### src/rtl/muldiv_alu_sequencer.sv
// Multi-cycle RV32M MUL (low word) / DIVU / REMU controller.
// It holds no arithmetic of its own and borrows the execute-stage ALU while busy.
module muldiv_alu_sequencer #(
  parameter int DATA_WIDTH = 32
) (
  input  logic                  clk,
  input  logic                  rst,
  input  logic                  Start,
  input  logic [1:0]            Op,
  input  logic [DATA_WIDTH-1:0] OpA,
  input  logic [DATA_WIDTH-1:0] OpB,
  input  logic [DATA_WIDTH-1:0] AluResult,
  output logic [DATA_WIDTH-1:0] AluSrcA,
  output logic [DATA_WIDTH-1:0] AluSrcB,
  output logic [3:0]            AluControl,
  output logic                  AluOwn,
  output logic                  Busy,
  output logic                  Done,
  output logic [DATA_WIDTH-1:0] Result
);

  localparam int CW = $clog2(DATA_WIDTH);
  localparam logic [CW-1:0] LAST = CW'(DATA_WIDTH - 1);

  localparam logic [3:0] ALU_ADD  = 4'b0000;
  localparam logic [3:0] ALU_SUB  = 4'b0001;
  localparam logic [3:0] ALU_SLTU = 4'b1001;

  localparam logic [1:0] OP_MUL  = 2'b00;
  localparam logic [1:0] OP_DIVU = 2'b01;
  localparam logic [1:0] OP_REMU = 2'b10;

  typedef enum logic [2:0] {
    IDLE = 3'd0,
    MUL  = 3'd1,
    DCMP = 3'd2,
    DSUB = 3'd3,
    DONE = 3'd4
  } state_t;

  state_t                state_q, state_d;
  logic [DATA_WIDTH-1:0] acc_q, acc_d;
  logic [DATA_WIDTH-1:0] mcand_q, mcand_d;
  logic [DATA_WIDTH-1:0] mplier_q, mplier_d;
  logic [DATA_WIDTH-1:0] rem_q, rem_d;
  logic [DATA_WIDTH-1:0] quo_q, quo_d;
  logic [DATA_WIDTH-1:0] dvs_q, dvs_d;
  logic                  lt_q, lt_d;
  logic [CW-1:0]         count_q, count_d;
  logic [1:0]            op_q, op_d;
  logic [DATA_WIDTH-1:0] result_q, result_d;

  // Partial remainder shifted left with the next dividend bit brought in.
  logic [DATA_WIDTH-1:0] rs;
  assign rs = {rem_q[DATA_WIDTH-2:0], quo_q[DATA_WIDTH-1]};

  always_ff @(posedge clk) begin
    if (rst) begin
      state_q  <= IDLE;
      acc_q    <= '0;
      mcand_q  <= '0;
      mplier_q <= '0;
      rem_q    <= '0;
      quo_q    <= '0;
      dvs_q    <= '0;
      lt_q     <= 1'b0;
      count_q  <= '0;
      op_q     <= '0;
      result_q <= '0;
    end else begin
      state_q  <= state_d;
      acc_q    <= acc_d;
      mcand_q  <= mcand_d;
      mplier_q <= mplier_d;
      rem_q    <= rem_d;
      quo_q    <= quo_d;
      dvs_q    <= dvs_d;
      lt_q     <= lt_d;
      count_q  <= count_d;
      op_q     <= op_d;
      result_q <= result_d;
    end
  end

  always_comb begin
    state_d    = state_q;
    acc_d      = acc_q;
    mcand_d    = mcand_q;
    mplier_d   = mplier_q;
    rem_d      = rem_q;
    quo_d      = quo_q;
    dvs_d      = dvs_q;
    lt_d       = lt_q;
    count_d    = count_q;
    op_d       = op_q;
    result_d   = result_q;
    AluSrcA    = '0;
    AluSrcB    = '0;
    AluControl = ALU_ADD;
    AluOwn     = 1'b0;
    Busy       = 1'b0;
    Done       = 1'b0;

    unique case (state_q)
      IDLE: begin
        if (Start) begin
          acc_d    = '0;
          mcand_d  = OpA;
          mplier_d = OpB;
          rem_d    = '0;
          quo_d    = OpA;
          dvs_d    = OpB;
          lt_d     = 1'b0;
          count_d  = '0;
          op_d     = Op;
          // Divide-by-zero and the reserved op resolve without touching the ALU.
          unique case (Op)
            OP_MUL: state_d = MUL;
            OP_DIVU, OP_REMU: begin
              if (OpB != '0) begin
                state_d = DCMP;
              end else begin
                state_d  = DONE;
                result_d = (Op == OP_DIVU) ? '1 : OpA;
              end
            end
            default: begin
              state_d  = DONE;
              result_d = '0;
            end
          endcase
        end
      end

      MUL: begin
        Busy       = 1'b1;
        AluOwn     = 1'b1;
        AluSrcA    = acc_q;
        AluSrcB    = mplier_q[0] ? mcand_q : '0;
        AluControl = ALU_ADD;
        acc_d      = AluResult;
        mcand_d    = mcand_q << 1;
        mplier_d   = mplier_q >> 1;
        count_d    = count_q + 1'b1;
        if (count_q == LAST) begin
          state_d  = DONE;
          result_d = AluResult;
        end
      end

      DCMP: begin
        Busy       = 1'b1;
        AluOwn     = 1'b1;
        AluSrcA    = rs;
        AluSrcB    = dvs_q;
        AluControl = ALU_SLTU;
        lt_d       = AluResult[0];
        state_d    = DSUB;
      end

      DSUB: begin
        Busy       = 1'b1;
        AluOwn     = 1'b1;
        AluSrcA    = rs;
        AluSrcB    = dvs_q;
        AluControl = ALU_SUB;
        rem_d      = lt_q ? rs : AluResult;
        quo_d      = {quo_q[DATA_WIDTH-2:0], ~lt_q};
        count_d    = count_q + 1'b1;
        if (count_q == LAST) begin
          state_d  = DONE;
          result_d = (op_q == OP_DIVU) ? quo_d : rem_d;
        end else begin
          state_d  = DCMP;
        end
      end

      DONE: begin
        Done    = 1'b1;
        state_d = IDLE;
      end

      default: state_d = IDLE;
    endcase
  end

  assign Result = result_q;

endmodule

### config.mk
export PLATFORM = sky130hd
export DESIGN_NAME = muldiv_alu_sequencer
export DESIGN_NICKNAME = d
export VERILOG_FILES = /design/src/rtl/muldiv_alu_sequencer.sv
export SDC_FILE = /design/constraint.sdc
export NUM_CORES = 1
export LEC_CHECK = 0
export CORE_MARGIN = 2
export CORE_UTILIZATION = 60
export DETAILED_ROUTE_END_ITERATION = 8
export DONT_BUFFER_PORTS = 1
export GPL_ROUTABILITY_DRIVEN = 0
export PLACE_DENSITY = 0.76
export SYNTH_ARGS = -nofsm -noshare
export SYNTH_HDL_FRONTEND = slang
export SYNTH_SLANG_ARGS = --single-unit
### constraint.sdc
create_clock -name clk -period 2.5 [get_ports clk]
set_clock_uncertainty 0.2 [all_clocks]
set_input_delay 0.5 -clock clk [delete_from_list [all_inputs] [get_ports clk]]
set_output_delay 0.5 -clock clk [all_outputs]
set_load 0.02 [all_outputs]
Yosys cells after proc, flatten, opt, wreduce, memory -nomap -nowiden
Cells that the tools add are included. Widths: inputs -> output; s select.

Logic and storage cells: 78. Input bits: 101. Output and inout bits: 103. Register bits after elaboration: 234.

Equality and inequality tests: 13. Reductions and logical operators: 19. Bitwise operators: 1. Multiplexer cells: 33. Add/sub/neg operators: 1.

Operator list (number): $pmux 32 s2 (7); $mux 32 (11); $pmux 32 s3 (1); $pmux 31 s2 (1); $reduce_bool 32->1 (1); $mux 3 (4); $pmux 3 s4 (1); $reduce_and 2->1 (6); $pmux 5 s2 (1); $ne 2x2->1 const B (4); $pmux 4 s2 (1); $reduce_bool 2->1 (4); $eq 3x2->1 const B (2); $pmux 3 s2 (1); $reduce_and 6->1 (1); $reduce_or 2->1 (3); $add 5x1->5 const B (1); $eq 5x5->1 const B (1); $mux 5 (1); $eq 2x1->1 const B (2); $eq 3x1->1 const B (1); $eq 3x3->1 const B (1); $logic_not 3->1 (1); $mux 1 (3); other kinds (7) (7).

Depth between registers and ports, before layout
Word-level depth: 6. Depth in mapped cells: 9. Mapped depth without buffers: 8.

Worst setup path after synthesis
OpenSTA, ideal clock, no wires.

Kind: flip-flop to output port. Start: reg state_q[2]. End: out AluSrcA[15]. Buffers on the path: 5. Arrival: 1534 ps. Data required time: 1800 ps. Path slack: 266 ps. Cell stages (with the launch flop): 9. Cells stage by stage: dfxtp_1 -> buf_4 -> nand2b_1 -> buf_4 -> nor2_8 -> buf_6 -> buf_4 -> buf_2 -> a22o_1.

Word-level cells in the longest chain between the ends: 3. Elaborated cells on any way between the ends: 5. Classes of those cells: eq/ne (3); mux (1); reduce/logical (1).

Ends and longest elaborated chain: from (decl) (RTL line 41) `state_t state_q, state_d;`; from (signal assigned) (RTL line 71) `state_q <= state_d;`; $eq 3x2->1 (RTL line 104) `unique case (state_q)`; $reduce_or 2->1 (no line); $pmux 32 s2 (*) (RTL line 104); to (decl) (RTL line 13) `output logic [DATA_WIDTH-1:0] AluSrcA,`.

Mark *: on every way between the ends. The rest lies on a longest branch, timed or not.

Worst setup path in the final report
Start: reg state_q[1]. End: reg quo_q[18].

Word-level cells in the longest chain between the ends: 3. Elaborated cells on any way between the ends: 6. Classes of those cells: eq/ne (2); mux (1); reduce/logical (3).

Ends and longest elaborated chain: $eq 3x2->1 or $logic_not 3->1 (tied branches) (RTL line 104); $reduce_bool 2->1 (no line) or $ne 2x2->1 (tied branches); $reduce_and 2->1 (no line); to (signal assigned) (RTL line 76) `quo_q <= quo_d;`; to (decl) (RTL line 46) `logic [DATA_WIDTH-1:0] quo_q, quo_d;`.

Parallel ways exist; a longest one is shown, timed or not. A chain may end at the register's enable or synchronous reset.

==> summary.txt <==
Outcome
  – Status: complete, but fails checks
  – Failing checks: negative hold slack, negative setup slack

Pwr
  – Switching pwr: 3.12 mW
  – Clock share of power: 37.0%
  – LEAKAGE: between 5 and 6 nW
  – PwrDens: 776 nW/µm²
  – Sw Ratio: roughly 30%
  – Power share of the combinational group: 20.5%
  – Max VDD drop: approximately 0.00089 V
  – Internal Pwr Total: 7.29 mW
  – Register share of total power: 42.5%
  – Tot Pwr: 10.4 mW

Routing
  – Remaining DRCs: 0
  – Final wirelength: 34200 µm
  – Drt pass-1 iters: 5
  – Drt via density: 6.31
  – Routed vias: 10600
  – Initial DRC Count: approximately 940
  – Antenna viol nets, final: 0
  – Routed length per instance: 20.4 µm

Floorplan
  – # IOs: 204
  – Die Width: 138 µm
  – Die height: 138 µm
  – Core Area: 17800 µm²
  – Die area: around 19000 µm²
  – Site row count: 49
  – Initial Utilization: 60.6%

Min path
  – Hold Crit Class: in -> reg

Place
  – Dpl hpwl: 20300 µm
  – Dpl cells: 1502
  – Buffers on Ports: 0
  – Pre-CTS worst setup slack: 0.0860 ns

Clocking
  – Clk slew on worst S/H paths: 0.07 ns
  – Skew-Pair Late Insertion Delay: 0.52 ns
  – H-tree depth: 1
  – Clk root buf: clkbuf_16
  – Clk sink count: 234
  – Max Root-Sink Buffers: 3
  – CTS tree: built
  – Num CTS Buffers: 25

Final layout
  – Nets: 1538
  – Layout cells sized above 1: 13.7%
  – Filler cell count: roughly 1300
  – Syn-to-layout area delta: 24.1%
  – Fin util: 75.2%
  – Non-Filler Instances: 1678
  – Antenna cells: 0

Worst setup path
  – Crit path cell chain: buf_4, nor3_4, and2_4, buf_12, nand2_1, a311oi_1, dlygate4sd3_1
  – CP endpoint kind: flop
  – Cell family with most CP delay: buffers and inverters
  – Slowest stage delay, CP: around 0.62 ns
  – Bufs and invs on worst path: 3
  – Critical Setup Path Class: reg -> reg
  – Slowest CP cell: dlygate4sd3_1
  – Crit-path max FO: 43
  – Critical Path Start Type: flop
  – Data arrival, critical path: 2.79 ns
  – CP required: between 2 and 3 ns

Job
  – Max-cap viol count: 0

Logic synthesis
  – Number of synthesized flops with an enable pin: 0
  – Ys flop type: dfxtp_1
  – Sequential element share of the synthesized area: between 40% and 50%
  – Syn Inst Count: about 1300
  – Cell Area, Synth: 10800 µm²
  – YS warnings: 0
  – Yosys top cell area share: around 43%
  – Distinct cells, synth: between 40 and 50
  – Dominant cell type by area after synthesis: dfxtp_1
  – #FFs+latches synth: between 200 and 250
  – Syn_area_per_cell: 8.06 µm²
  – Leading post-synthesis cells by cell area: dfxtp_1 (43%), nand2_1 (12%), a21oi_1 (6.2%), a22o_1 (5.2%), a31oi_1 (3.7%)
  – Async set-reset flop share out of synthesis: 0%

Timing
  – Final hold violations: 59
  – Pins Over Slew Limit: 0
  – Worst hold slack: -0.138 ns
  – Worst slew pin tran: 0.559 ns
  – Min Tclk post-route: 2.53 ns
  – Worst setup margin: -0.0280 ns
  – Highest clock rate: 396 MHz
  – Max-slew headroom: 62.8%
  – Final cycle utilization of the critical path: 101%
  – Final setup violating endpoints: 3

GRT
  – Initial antenna violation count: 0
  – GRT overflow: 0
  – Total track usage: 32.8%
  – First-pass GRT wire length: 52400 µm
  – Largest net degree at the start of global routing: roughly 230
  – Number of global-route vias before repair: 10200
-- worst reg2reg max path: stages, from the launching register on --
cell and delay, ns:
dfxtp_1 0.31, buf_4 0.19, nor3_4 0.23, and2_4 0.23, buf_12 0.25, nand2_1 0.13, a311oi_1 0.31, dlygate4sd3_1 0.62
-- timing repair --
item	4_1_cts	5_1_grt
gates resized for setup	20	7
hold endpoints to repair	230	132
gates cloned	1	4
hold buffers	98	23
setup buffers	2	4
endpoints found under the setup margin	64	95
pin swaps	1	3
-- state kept, by name, indices dropped and copies added (netlist names) --
name      flops
acc_q        32
Result       32
op_q          2
dvs_q        32
rem_q        31
count_q       5
mplier_q     32
mcand_q      32
state_q       3
lt_q          1
quo_q        32
-- power by group through the flow --
stage	logic (mW)	registers (mW)	clock network (mW)
2_1_floorplan	1.39	4.39	0
3_3_place_gp	1.71	4.49	0
3_5_place_dp	1.74	4.49	0
4_1_cts	1.92	4.41	3.87
5_1_grt	2.29	4.45	4.01
6_report	2.13	4.42	3.85
-- path summary, 6_finish.rpt --
| check | start | to | slack, ns | depth (start not counted) |
|---|---|---|---|---|
| worst max-delay path | state_q[1] | quo_q[18] | -0.03 | 7 |
| worst min-delay path | rst | mplier_q[16] | -0.14 | 1 |
| worst max register to register | state_q[1] | quo_q[18] | -0.03 | 7 |
| worst min register to register | dvs_q[15] | dvs_q[15] | 0.25 | 2 |
-- final cells by class --
type	instances	area (µm²)	area share [%]
clock buffers	32	682	5.08
well taps	229	287	2.14
multi-input cells	972	5520	41.1
clock inverters	12	163	1.21
repair buffers	194	2050	15.3
inverters	5	18.8	0.140
flip-flops and latches	234	4690	35.0
-- layout by cell type (no fill, tap or decap), types with 2 or more instances in the layout --
cell and count:
a211oi_1 7, a211oi_2 26, a21oi_1 135, a221oi_1 2, a22o_1 55, a22o_2 7, a22o_4 2, a311oi_1 31
a31oi_1 64, and2_2 2, and3_1 2, buf_12 15, buf_4 49, buf_6 4, bufinv_16 4, clkbuf_1 4
clkbuf_16 29, clkbuf_8 3, clkinv_2 7, conb_1 2, dfxtp_1 231, dfxtp_4 2, dlygate4sd3_1 121, ha_1 5
inv_1 4, mux2_2 30, mux2i_1 3, nand2_1 357, nand2b_1 3, nand3_1 35, nand4_1 2, nor2_1 103
nor2_2 2, nor2_4 2, nor2b_2 2, nor3_1 3, nor4_1 8, o21ai_0 34, o311a_1 30
-- cells in the mapped netlist (2+ instances only) --
master,count
nor3_1,3
buf_6,8
and3_1,3
a311oi_1,31
and2_1,3
buf_1,6
a221oi_1,2
clkbuf_2,2
buf_2,45
a21oi_1,135
nand2_1,358
o21ai_0,34
inv_1,5
ha_1,5
buf_4,18
nor4_1,8
mux2_2,30
a211oi_1,7
o311a_1,30
a211oi_2,26
nand3_1,35
nor2b_1,2
nor2_1,104
nor2_2,2
a22o_1,64
dfxtp_1,234
clkbuf_1,52
nand2b_1,4
a31oi_1,64
mux2i_1,3
nand4_1,2
-- logic make-up after synthesis --
logic type	Yosys count	share of synthesized area, %
AO/OA/AOI/OAI	400	26.2
multiplexers	33	3.40
AND/OR/NAND/NOR	531	19.9
other	1	0.0347
adder cells (fa/ha/maj)	5	0.579
XOR/XNOR	1	0.0810
flip-flops	234	43.3
buffers and inverters	136	6.45
-- per-layer routing --
layer | share of wire (%) | vias to the layer above | track usage [%]
li1 | - | 4924 | -
met4 | 4.3 | 0 | 14.2
met2 | 46 | 533 | 53.7
met3 | 10 | 105 | 9.08
met1 | 39 | 5024 | 40.8
met5 | 0 | - | 0
-- per-stage QoR --
stage	TNS (ns)	area, µm²
detailed placement	0	11100
floorplan	0	10800
global route	-0.423	13400
finish	-0.0407	13400
CTS	0	13000
global placement	0	11100
Note: power is estimated with default switching activity, not from simulation.
